## src/rtl/mp1_run_ctrl.sv

```systemverilog
// Run/halt/step sequencer for the MP1 core: holds the core in reset after boot,
// gates execution through cpu_en and records why and when the core stopped.
module mp1_run_ctrl #(
   parameter int PC_W        = 8,
   parameter int CNT_W       = 16,
   parameter int BOOT_CYCLES = 2
) (
   input  logic             MCLK,
   input  logic             RST,
   input  logic             start,
   input  logic             halt_req,
   input  logic             step_req,
   input  logic             restart,
   input  logic             bp_en,
   input  logic [PC_W-1:0]  bp_addr,
   input  logic [PC_W-1:0]  pc,
   input  logic             halt_instr,
   input  logic [CNT_W-1:0] max_cycles,
   output logic             cpu_rst,
   output logic             cpu_en,
   output logic             running,
   output logic             halted,
   output logic [2:0]       halt_cause,
   output logic [CNT_W-1:0] cycle_cnt
);

   localparam int BW = (BOOT_CYCLES > 1) ? $clog2(BOOT_CYCLES) : 1;
   localparam logic [BW-1:0] BOOT_LAST = BW'(BOOT_CYCLES - 1);

   localparam logic [2:0] CAUSE_NONE  = 3'd0;
   localparam logic [2:0] CAUSE_REQ   = 3'd1;
   localparam logic [2:0] CAUSE_BP    = 3'd2;
   localparam logic [2:0] CAUSE_LIMIT = 3'd3;
   localparam logic [2:0] CAUSE_INSTR = 3'd4;
   localparam logic [2:0] CAUSE_STEP  = 3'd5;

   typedef enum logic [2:0] {
      BOOT = 3'd0,
      IDLE = 3'd1,
      RUN  = 3'd2,
      STEP = 3'd3,
      HALT = 3'd4
   } state_t;

   state_t           state, state_nxt;
   logic [BW-1:0]    boot_cnt, boot_cnt_nxt;
   logic [CNT_W-1:0] cycle_cnt_nxt;
   logic [2:0]       cause_nxt;
   logic             bp_mask, bp_mask_nxt;
   logic             limit_hit, bp_hit, stop_now;
   logic             en;

   // NOTE: every variable driven here gets a default first, so no path leaves
   // a value unassigned and no latch is inferred.
   always_comb begin
      limit_hit     = (max_cycles != '0) && (cycle_cnt >= max_cycles);
      bp_hit        = bp_en && (pc == bp_addr) && !bp_mask;
      stop_now      = limit_hit || halt_req || bp_hit || halt_instr;

      state_nxt     = state;
      boot_cnt_nxt  = boot_cnt;
      cycle_cnt_nxt = cycle_cnt;
      cause_nxt     = halt_cause;
      bp_mask_nxt   = bp_mask;
      en            = 1'b0;

      case (state)
         BOOT: begin
            if (boot_cnt == BOOT_LAST) state_nxt = IDLE;
            else                       boot_cnt_nxt = boot_cnt + 1'b1;
         end
         IDLE: begin
            if (start) begin
               state_nxt     = RUN;
               cycle_cnt_nxt = '0;
               cause_nxt     = CAUSE_NONE;
               bp_mask_nxt   = 1'b0;
            end
         end
         RUN: begin
            if (stop_now) begin
               state_nxt = HALT;
               if (limit_hit)     cause_nxt = CAUSE_LIMIT;
               else if (halt_req) cause_nxt = CAUSE_REQ;
               else if (bp_hit)   cause_nxt = CAUSE_BP;
               else               cause_nxt = CAUSE_INSTR;
            end else begin
               en          = 1'b1;
               bp_mask_nxt = 1'b0;
            end
         end
         STEP: begin
            // A step ignores breakpoint, halt_req and budget, but never
            // commits a HALT instruction.
            state_nxt = HALT;
            if (halt_instr) begin
               cause_nxt = CAUSE_INSTR;
            end else begin
               en        = 1'b1;
               cause_nxt = CAUSE_STEP;
            end
         end
         HALT: begin
            if (restart) begin
               state_nxt    = BOOT;
               boot_cnt_nxt = '0;
            end else if (step_req) begin
               state_nxt = STEP;
            end else if (start) begin
               state_nxt   = RUN;
               bp_mask_nxt = 1'b1;
               cause_nxt   = CAUSE_NONE;
            end
         end
         default: begin
            state_nxt    = BOOT;
            boot_cnt_nxt = '0;
         end
      endcase

      if (en && (cycle_cnt != '1)) cycle_cnt_nxt = cycle_cnt + 1'b1;
   end

   // NOTE: state is updated with non-blocking assignments so every register
   // samples the pre-edge values, independent of statement order.
   always_ff @(posedge MCLK) begin
      if (RST) begin
         state      <= BOOT;
         boot_cnt   <= '0;
         cycle_cnt  <= '0;
         halt_cause <= CAUSE_NONE;
         bp_mask    <= 1'b0;
      end else begin
         state      <= state_nxt;
         boot_cnt   <= boot_cnt_nxt;
         cycle_cnt  <= cycle_cnt_nxt;
         halt_cause <= cause_nxt;
         bp_mask    <= bp_mask_nxt;
      end
   end

   // The core must not commit on an edge that also resets this controller.
   assign cpu_en  = en && !RST;
   assign cpu_rst = (state == BOOT);
   assign running = (state == RUN) || (state == STEP);
   assign halted  = (state == HALT);

endmodule

```

## config.mk

```make
export PLATFORM = sky130hd
export DESIGN_NAME = mp1_run_ctrl
export DESIGN_NICKNAME = d
export VERILOG_FILES = /design/src/rtl/mp1_run_ctrl.sv
export SDC_FILE = /design/constraint.sdc
export NUM_CORES = 1
export LEC_CHECK = 0
export CAP_MARGIN = 10
export CORE_ASPECT_RATIO = 1.5
export CORE_MARGIN = 5
export CORE_UTILIZATION = 46
export CTS_CLUSTER_DIAMETER = 50
export DETAILED_ROUTE_END_ITERATION = 8
export PLACE_DENSITY = 0.77
export SLEW_MARGIN = 5
export SYNTH_ARGS = -nofsm -noshare
export SYNTH_HDL_FRONTEND = slang
export SYNTH_SLANG_ARGS = --single-unit
```

## constraint.sdc

```tcl
create_clock -name MCLK -period 5.3 [get_ports MCLK]
set_input_delay 1.59 -clock MCLK [delete_from_list [all_inputs] [get_ports MCLK]]
set_output_delay 1.59 -clock MCLK [all_outputs]
set_load 0.01 [all_outputs]
```

==> qor.yml, run 1 <==
run_status: "complete, no violations"
dp_hpwl_mm: 4.17
ys_seq_elements: 24
chipHeight_um: 89.0
final_cell_mix: "clkdlybuf4s50_1, inv_1, dfxtp_1, nor2_1, a31oi_1"
min-delay-path-class: "reg -> reg"
clock_power_share: 0.361
leakage_nw: 1.12
post_dp_cell_area_sq_mm: 0.00262
grt_busiest_layer: "met2"
cts_htree_levels: 1
clock-sinks: 24
synth_edf_count: 0
yosys_warnings: 0
postRouteAntennaNets: 0
io_pins: 63
post-cts-setup-buffer-count: 0
yosysTopAreaCellShare: 0.251
startpoint_type: "primary input"
synth_area_sq_mm: 0.00191
drt_wl_total_mm: 5.23
grt_max_degree: 24
synth_top_cells_by_area: "dfxtp_1, ha_1, inv_1"
final_util: 0.700
drv_slew: 0
finalHoldViolCount: 0
port_buffers: 62
crit_fanout: 2
grt_pass1_vias: 2098
grt-ovfl-total: 0
ys_seq_area_frac: 0.251
rows: 28
ir_drop_uv: 148
wire_per_inst_um: 14.6
start_util: 0.479
synth_top_area_cell: "dfxtp_1"
drc: 0
timing.clock.skew_ns: 0.00504
grt_pass1_wl_mm: 8.78
required_ns: 3.71
syn_to_final_growth_pct: 46.1
fillers: 317
die_area_sq_mm: 0.00557
finalPower_mw: 0.443
use_met3: 0.0390
synth_area_per_cell_sq_um: 7.80
setup_viol: 0
synthArstFlopShare: 0
drive_gt1_frac: 0.140
fin_tns_setup_ns: 0
ys_dominant_reg_cell: "dfxtp_1"
p_sw_frac: 0.237
max_slew.worst_pin.slew_ns: 0.972
combPwrFrac: 0.214
grt_use_total: 0.187
clkTransAtPathRegs_ns: 0.08
relSlewSlack: 0.350
drtIter0Drc: 52
worstSetupPathType: "in -> out"
finalCriticalPeriod_ns: 5.19
cts_max_path_buffers: 2
gp_congestion: 0.822
worst_hold_slack_ns: 0.473
grt_util_met1: 0.192
final_area_sq_mm: 0.00279
fp.dieW_um: 62.6
synth_nets: 302
clk_latency_ns: 0.27
seqPwrFrac: 0.425
diodes: 0
nets: 372
grt_use_met2: 0.363
p_switching_mw: 0.105
final_common_cell: "clkdlybuf4s50_1"
syn_inst: 245
timing.final.crit_share: 0.980
cts_root_buf: "clkbuf_8"
synth_cell_type_count: 46
drv_cap: 0
core-area_sq_mm: 0.00399
cp-end-kind: "output port"
max_freq_ghz: 0.193
cp.arrival_ns: 3.60
firstDrtPassIters: 4
grt_antenna_before_repair: 0
p_per_area_mw_per_mm2: 158
vias_per_cell: 5.81
cts_tree: "done"
intPower_mw: 0.338
via_count: 2087
cts_buffers: 3
-- through the flow --
stage | worst slack (ns) | std cells
floorplan | 0.249 | 245
detailed placement | -0.639 | 355
CTS | 0.000502 | 359
global placement | -0.628 | 355
finish | 0.108 | 359
global route | -0.00387 | 359
-- final cells by class --
type                       instances  area, sq um  area share
multi-input combinational        183         1360       0.485
timing repair buffer              75          726       0.260
sequential                        24          480       0.172
inverter                          28          105      0.0376
tap                               45         56.3      0.0202
clock buffer                       3         41.3      0.0148
clock inverter                     1         30.0      0.0107
-- sequential cells by signal (all words and copies together) (netlist names) --
register	cells
state	3
halt_cause	3
bp_mask	1
boot_cnt	1
cycle_cnt	16
-- repair_timing --
action	in CTS	in global routing
gates resized for setup	12	16
hold buffers	0	0
pin swaps	8	7
hold endpoints to repair	0	0
endpoints found under the setup margin	1	1
-- path summary, 6_finish.rpt --
kind / start / endpoint / slack (ns) / cells after the start
hold reg to reg: halt_cause[2]$_SDFFE_PP0P_ / halt_cause[2]$_SDFFE_PP0P_ / 0.47 / 2
setup reg to reg: cycle_cnt[13]$_SDFFE_PP0P_ / cycle_cnt[13]$_SDFFE_PP0P_ / 2.60 / 9
hold / removal: halt_cause[2]$_SDFFE_PP0P_ / halt_cause[2]$_SDFFE_PP0P_ / 0.47 / 2
setup / recovery: max_cycles[0] / cpu_en / 0.11 / 9
-- per-layer routing --
| layer | part of all wire | vias up |
|---|---|---|
| met2 | 0.53 | 84 |
| met5 | 0 | - |
| met4 | 0.026 | 0 |
| met1 | 0.37 | 953 |
| met3 | 0.072 | 14 |
| li1 | - | 1036 |
-- synth_stat cells (7+ instances only) --
master and number:
inv_1 28, dfxtp_1 24, ha_1 17, nor2_1 16, a21oi_1 15, a31oi_1 15, nand2_1 14, nand3_1 14
xnor2_1 11, nand4_1 8, nor3_1 7
-- power groups by stage --
stage / clock (mW) / sequential, mW / combinational [mW]
6_report: 0.160 / 0.188 / 0.0947
5_1_grt: 0.169 / 0.189 / 0.104
4_1_cts: 0.163 / 0.188 / 0.0935
3_5_place_dp: 0 / 0.192 / 0.0920
3_3_place_gp: 0 / 0.192 / 0.0906
2_1_floorplan: 0 / 0.189 / 0.0492
-- critical path, stage by stage --
cell	delay (ns)
clkdlybuf4s50_1	0.44
ha_1	0.29
nand2b_1	0.15
a2111oi_2	0.33
nand3b_1	0.16
a31oi_2	0.12
or2_4	0.26
a21oi_2	0.12
buf_2	0.14
-- cell families after synthesis --
kind of cell,share of synthesized area
mux,0.0105
buf+inv,0.0916
xor+xnor,0.0504
flops,0.251
compound gates,0.221
fa+ha+maj,0.111
simple gates,0.264
Note: power is estimated with default switching activity, not from simulation.
==> run 2, diff against run 1 <==
CAP_MARGIN = not set   (was 10)
==> results of run 2 <==
Same layout as run 1: the final DEF is identical, and so are final timing and power.
==> run 3, diff against run 2 <==
CAP_MARGIN = 0   (was not set)
==> results of run 3 <==
Same layout as run 1: the final DEF is identical, and so are final timing and power.
